**src/rtl/ball_move_sched.sv**
```systemverilog
// Step scheduler for Ball: converts held direction buttons into hold-delay/auto-repeat
// step pulses and, when no button is active, accepts queued moves from an auto requester.
module ball_move_sched #(
  parameter bit          SIMULATE     = 1'b0,
  parameter int unsigned DELAY_TICKS  = 50_000_000,
  parameter int unsigned REPEAT_TICKS = 10_000_000,
  parameter int unsigned CNT_W        = 26
) (
  input  logic       clk,
  input  logic       reset,
  input  logic       enable,
  input  logic [3:0] btn_req,
  input  logic       auto_req_valid,
  input  logic [1:0] auto_req_dir,
  output logic       auto_req_ready,
  output logic       x_increment,
  output logic       x_decrement,
  output logic       y_increment,
  output logic       y_decrement,
  output logic       busy,
  output logic [1:0] last_dir,
  output logic [7:0] step_count
);

  // Reload values are period-1 so pulses land exactly DELAY/REPEAT edges apart;
  // they saturate when the period does not fit the counter.
  localparam longint unsigned CNT_MAX    = (64'd1 << CNT_W) - 64'd1;
  localparam longint unsigned DELAY_EFF  = SIMULATE ? 64'd8 : 64'(DELAY_TICKS);
  localparam longint unsigned REPEAT_EFF = SIMULATE ? 64'd4 : 64'(REPEAT_TICKS);
  localparam longint unsigned DELAY_L    = (DELAY_EFF - 64'd1 > CNT_MAX) ? CNT_MAX : DELAY_EFF - 64'd1;
  localparam longint unsigned REPEAT_L   = (REPEAT_EFF - 64'd1 > CNT_MAX) ? CNT_MAX : REPEAT_EFF - 64'd1;
  localparam logic [CNT_W-1:0] DELAY_LOAD  = CNT_W'(DELAY_L);
  localparam logic [CNT_W-1:0] REPEAT_LOAD = CNT_W'(REPEAT_L);

  typedef enum logic [1:0] {S_IDLE, S_DELAY, S_REPEAT, S_AUTO_GAP} state_t;

  state_t           state_q, state_d;
  logic [CNT_W-1:0] cnt_q, cnt_d;
  logic [1:0]       hold_q, hold_d;
  logic [3:0]       pulse_q;
  logic [3:0]       btn_eff;
  logic             sel_valid;
  logic [1:0]       sel_dir;
  logic             fire, press;
  logic [1:0]       fire_dir;

  // Opposing buttons on one axis cancel that axis, then fixed priority picks a direction.
  always_comb begin
    btn_eff   = {btn_req[3:2] & ~{2{&btn_req[3:2]}}, btn_req[1:0] & ~{2{&btn_req[1:0]}}};
    sel_valid = |btn_eff;
    sel_dir   = 2'd0;
    if (btn_eff[0])      sel_dir = 2'd0;
    else if (btn_eff[1]) sel_dir = 2'd1;
    else if (btn_eff[2]) sel_dir = 2'd2;
    else if (btn_eff[3]) sel_dir = 2'd3;
  end

  assign auto_req_ready = enable & (state_q == S_IDLE) & ~sel_valid;
  assign busy           = (state_q != S_IDLE);

  always_comb begin
    // NOTE: every output of this block gets a default first, so no latch is inferred.
    state_d  = state_q;
    cnt_d    = cnt_q;
    hold_d   = hold_q;
    fire     = 1'b0;
    fire_dir = hold_q;
    press    = 1'b0;
    if (!enable) begin
      state_d = S_IDLE;
    end else begin
      case (state_q)
        S_IDLE: begin
          if (sel_valid) begin
            press = 1'b1;
          end else if (auto_req_valid) begin
            fire     = 1'b1;
            fire_dir = auto_req_dir;
            cnt_d    = REPEAT_LOAD;
            state_d  = S_AUTO_GAP;
          end
        end
        S_AUTO_GAP: begin
          if (sel_valid)           press   = 1'b1;
          else if (cnt_q == '0)    state_d = S_IDLE;
          else                     cnt_d   = cnt_q - CNT_W'(1);
        end
        S_DELAY, S_REPEAT: begin
          if (!sel_valid) begin
            state_d = S_IDLE;
          end else if (sel_dir != hold_q) begin
            press = 1'b1;
          end else if (cnt_q == '0) begin
            fire    = 1'b1;
            cnt_d   = REPEAT_LOAD;
            state_d = S_REPEAT;
          end else begin
            cnt_d = cnt_q - CNT_W'(1);
          end
        end
        default: state_d = S_IDLE;
      endcase
      // A new press (from idle, a gap, or a direction change) steps at once and restarts the hold delay.
      if (press) begin
        fire     = 1'b1;
        fire_dir = sel_dir;
        hold_d   = sel_dir;
        cnt_d    = DELAY_LOAD;
        state_d  = S_DELAY;
      end
    end
  end

  // NOTE: sequential state uses non-blocking assignments so all registers update together.
  always_ff @(posedge clk or negedge reset) begin
    if (!reset) begin
      state_q    <= S_IDLE;
      cnt_q      <= '0;
      hold_q     <= 2'd0;
      pulse_q    <= 4'd0;
      last_dir   <= 2'd0;
      step_count <= 8'd0;
    end else begin
      state_q <= state_d;
      cnt_q   <= cnt_d;
      hold_q  <= hold_d;
      pulse_q <= 4'd0;
      if (fire) begin
        pulse_q    <= 4'd1 << fire_dir;
        last_dir   <= fire_dir;
        step_count <= step_count + 8'd1;
      end
    end
  end

  assign x_increment = pulse_q[0];
  assign x_decrement = pulse_q[1];
  assign y_increment = pulse_q[2];
  assign y_decrement = pulse_q[3];

endmodule

```
**config.mk**
```make
export PLATFORM = sky130hd
export DESIGN_NAME = ball_move_sched
export DESIGN_NICKNAME = d
export VERILOG_FILES = /design/src/rtl/ball_move_sched.sv
export SDC_FILE = /design/constraint.sdc
export NUM_CORES = 1
export LEC_CHECK = 0
export BUFFER_PORTS_ARGS = -buffer_cell sky130_fd_sc_hd__buf_2
export CORE_MARGIN = 1
export CORE_UTILIZATION = 30
export DETAILED_ROUTE_END_ITERATION = 12
export MAX_ROUTING_LAYER = met4
export PLACE_DENSITY = 0.46
export SETUP_SLACK_MARGIN = 0.1
export SLEW_MARGIN = 20
export SYNTH_ARGS = -nofsm -noshare
export SYNTH_HDL_FRONTEND = slang
export SYNTH_SLANG_ARGS = --single-unit
```
**constraint.sdc**
```tcl
create_clock -name clk -period 2.5 [get_ports clk]
set_input_delay 0.25 -clock clk [delete_from_list [all_inputs] [get_ports clk]]
set_output_delay 0.25 -clock clk [all_outputs]
set_load 0.02 [all_outputs]
```
==> results.sh <==
export IMPL_synth_top_cell_by_area="dfrtp_1"
export IMPL_syn_avg_cell_area_um2=8.88
export IMPL_use_met1=0.219
export IMPL_fin_crit_sh=0.930
export IMPL_grt_use_met2=0.279
export IMPL_grt_pass1_vias=2665
export IMPL_post_drt_via_cell_ratio=5.42
export IMPL_r2r_slack_ps=170
export IMPL_p_leak_uw=0.00151
export IMPL_grtUsageMet3=0.0291
export IMPL_io_pins=26
export IMPL_setup_worst_path_start="cnt_q[20]$_DFFE_PN0P_"
export IMPL_clk_pin_slew_ps=100
export IMPL_numCtsBuffers=5
export IMPL_path_cells="or4_4 > nor3_4 > nand4_4 > o221ai_2 > buf_6 > mux2_2"
export IMPL_antenna_cells=0
export IMPL_initial_utilization=0.317
export IMPL_outcome="finished, final reports clean"
export IMPL_finalPower_uw=3270
export IMPL_fp_dieW_um=98.9
export IMPL_grt_max_degree=18
export IMPL_utilization=0.401
export IMPL_area_growth_pct=26.7
export IMPL_critPathKind="reg2reg"
export IMPL_drc=0
export IMPL_hp_class="in2reg"
export IMPL_gp_congestion=0.860
export IMPL_antenna_left=0
export IMPL_cts_root_buffer="clkbuf_8"
export IMPL_rows=34
export IMPL_cp_endpoint="cnt_q[0]$_DFFE_PN0P_"
export IMPL_grt_overflow=0
export IMPL_nets=400
export IMPL_clock_latency_ps=310
export IMPL_rsz0062_at_grt="true"
export IMPL_grt_antenna_before_repair=0
export IMPL_grt_busiest_layer="met2"
export IMPL_clkSinkCount=44
export IMPL_fmax_mhz=430
export IMPL_drt_wirelength_per_cell_um=15.8
export IMPL_synth_top_area_share=0.391
export IMPL_dp_hpwl_mm=5.66
export IMPL_hold_viol=0
export IMPL_grt_first_pass_wirelength_mm=13.2
export IMPL_crit_fanout=11
export IMPL_synth_edf_count=0
export IMPL_synth_area_leaders="dfrtp_1, o21ai_0, nor2_1, nand2_1, ha_1"
export IMPL_async_flop_share=1.00
export IMPL_ys_types=59
export IMPL_syn_nets=334
export IMPL_ys_warn_count=0
export IMPL_syn_inst=317
export IMPL_r2r_end="cnt_q[0]$_DFFE_PN0P_"
export IMPL_worst_slew_pin_slew_ps=452
export IMPL_cp_data_required_time_ps=2700
export IMPL_power_density_nw_per_um2=916
export IMPL_numPortBuffers=25
export IMPL_min_period_ps=2330
export IMPL_die_area_um2=9780
export IMPL_fin_skew_ps=6.09
export IMPL_cts_tree="yes"
export IMPL_cpPeakStageDelay_ps=580
export IMPL_r2r_start="cnt_q[20]$_DFFE_PN0P_"
export IMPL_crit_path_start_kind="flip-flop"
export IMPL_htreeDepth=2
export IMPL_setup_viol=0
export IMPL_first_iter_violations=113
export IMPL_cap_violations=0
export IMPL_synth_seq_area_share=0.391
export IMPL_first_pass_iters=4
export IMPL_ir_worst_vdd_v=0.000321
export IMPL_drive_above_1_share=0.281
export IMPL_ys_seq_elements=44
export IMPL_critPathArrivalTime_ps=2530
export IMPL_end_kind="flip-flop"
export IMPL_die_h_um=98.9
export IMPL_cp_slowest_cell="or4_4"
export IMPL_yosys_most_used_dff="dfrtp_1"
export IMPL_clk_path_buf_depth=2
export IMPL_wl_mm=7.76
export IMPL_vias=2668
export IMPL_slew_headroom=0.696
export IMPL_synth_area_um2=2820
export IMPL_whs_path_depth=3
export IMPL_track_usage=0.172
export IMPL_core_area_um2=8890
export IMPL_rr_worst_depth=6
export IMPL_slew_viol_final=0
==> layout make-up <==
type                    count  area (um2)
inverters                   9        33.8
clock buffers               5        68.8
well taps                 108         135
fillers                   903        5320
repair buffers             71         489
multi-input cells         252        1700
flip-flops and latches     44        1100
clock inverters             3        46.3
==> synth_stat cells, drive strengths merged (3+ instances only) <==
| library cell | n |
|---|---|
| nor3b | 6 |
| a31oi | 9 |
| nor2 | 27 |
| nand4 | 7 |
| o21a | 6 |
| xnor2 | 6 |
| buf | 6 |
| o211ai | 3 |
| ha | 7 |
| or2 | 3 |
| nand3 | 7 |
| nor4 | 7 |
| a21o | 3 |
| clkbuf | 6 |
| o2bb2ai | 3 |
| inv | 9 |
| dfrtp | 44 |
| mux2i | 4 |
| nor3 | 21 |
| nor2b | 4 |
| and3 | 3 |
| xor2 | 3 |
| or3 | 4 |
| o31ai | 6 |
| nand2 | 25 |
| o21ai | 43 |
| a21oi | 16 |
==> worst max-delay path, delay by kind of cell (launching register included) <==
kind | cells | cell delay (ps)
and+or+nand+nor | 3 | 950
DFF | 1 | 430
muxes | 1 | 340
AOI/OAI and AO/OA | 1 | 310
buffers and inverters | 1 | 190
==> where the power goes <==
part / switching [uW] / internal [uW] / total (uW)
Combinational: 819 / 614 / 1430
Sequential: 298 / 946 / 1240
Clock: 290 / 302 / 592
==> metal layers <==
layer  wire, um  vias to the layer above
met5          0                        -
met4        133                        0
met3        301                       13
met2       3560                       55
met1       3760                     1282
li1           -                     1318
==> logic make-up after synthesis <==
logic type	after synthesis	synth area share
AND/OR/NAND/NOR	125	0.265
AO/OA/AOI/OAI	105	0.231
flip-flops	44	0.391
buffers and inverters	21	0.0315
XOR/XNOR	9	0.0280
adder cells (fa/ha/maj)	7	0.0311
multiplexers	6	0.0222
==> cell usage in the layout (no fill, tap or decap), drive strengths merged, types with 3 or more instances in the layout <==
master / n
or3: 4
nand3: 7
o21a: 6
a21oi: 16
nor4: 7
mux2i: 4
inv: 10
or2: 3
a21o: 3
dfrtp: 44
clkbuf: 5
nor2b: 4
ha: 7
nor3: 21
o211ai: 3
xor2: 3
nand4: 7
buf: 70
nor2: 27
o2bb2ai: 3
o21ai: 43
o31ai: 6
nand2: 25
and3: 3
a31oi: 9
nor3b: 6
xnor2: 6
==> worst min path at each step <==
stage / from / endpoint / slack [ps]
after floorplan: reset / cnt_q[0]$_DFFE_PN0P_ / -50
after global placement: reset / cnt_q[21]$_DFFE_PN0P_ / 210
after detailed placement: reset / cnt_q[21]$_DFFE_PN0P_ / 210
after CTS: enable / state_q[1]$_DFFE_PN0P_ / 290
after global routing: enable / state_q[1]$_DFFE_PN0P_ / 340
final: enable / state_q[1]$_DFFE_PN0P_ / 290
==> state kept, by name (all words and copies together), names as in the netlist <==
register / cells
state_q: 2
hold_q: 2
pulse_q: 4
cnt_q: 26
last_dir: 2
step_count: 8
==> through the flow <==
| stage | cell area [um2] | cells | hold WS, ps | setup TNS, ps | setup slack [ps] |
|---|---|---|---|---|---|
| 2_1_floorplan | 2820 | 317 | -45.6 | 0 | 138 |
| 3_5_place_dp | 3360 | 481 | 206 | 0 | 36.3 |
| 5_1_grt | 3570 | 492 | 338 | 0 | 79.0 |
| 6_report | 3570 | 492 | 293 | 0 | 174 |
| 3_3_place_gp | 3360 | 481 | 206 | -21.6 | -21.6 |
| 4_1_cts | 3490 | 490 | 289 | 0 | 105 |
==> repair_timing <==
action	in CTS	in global routing
setup endpoints to repair	2	37
hold buffers	1	0
pin swaps	2	3
hold endpoints to repair	14	0
buffers inserted	0	2
gates resized for setup	2	14
Power figures use the tool's default switching activity.
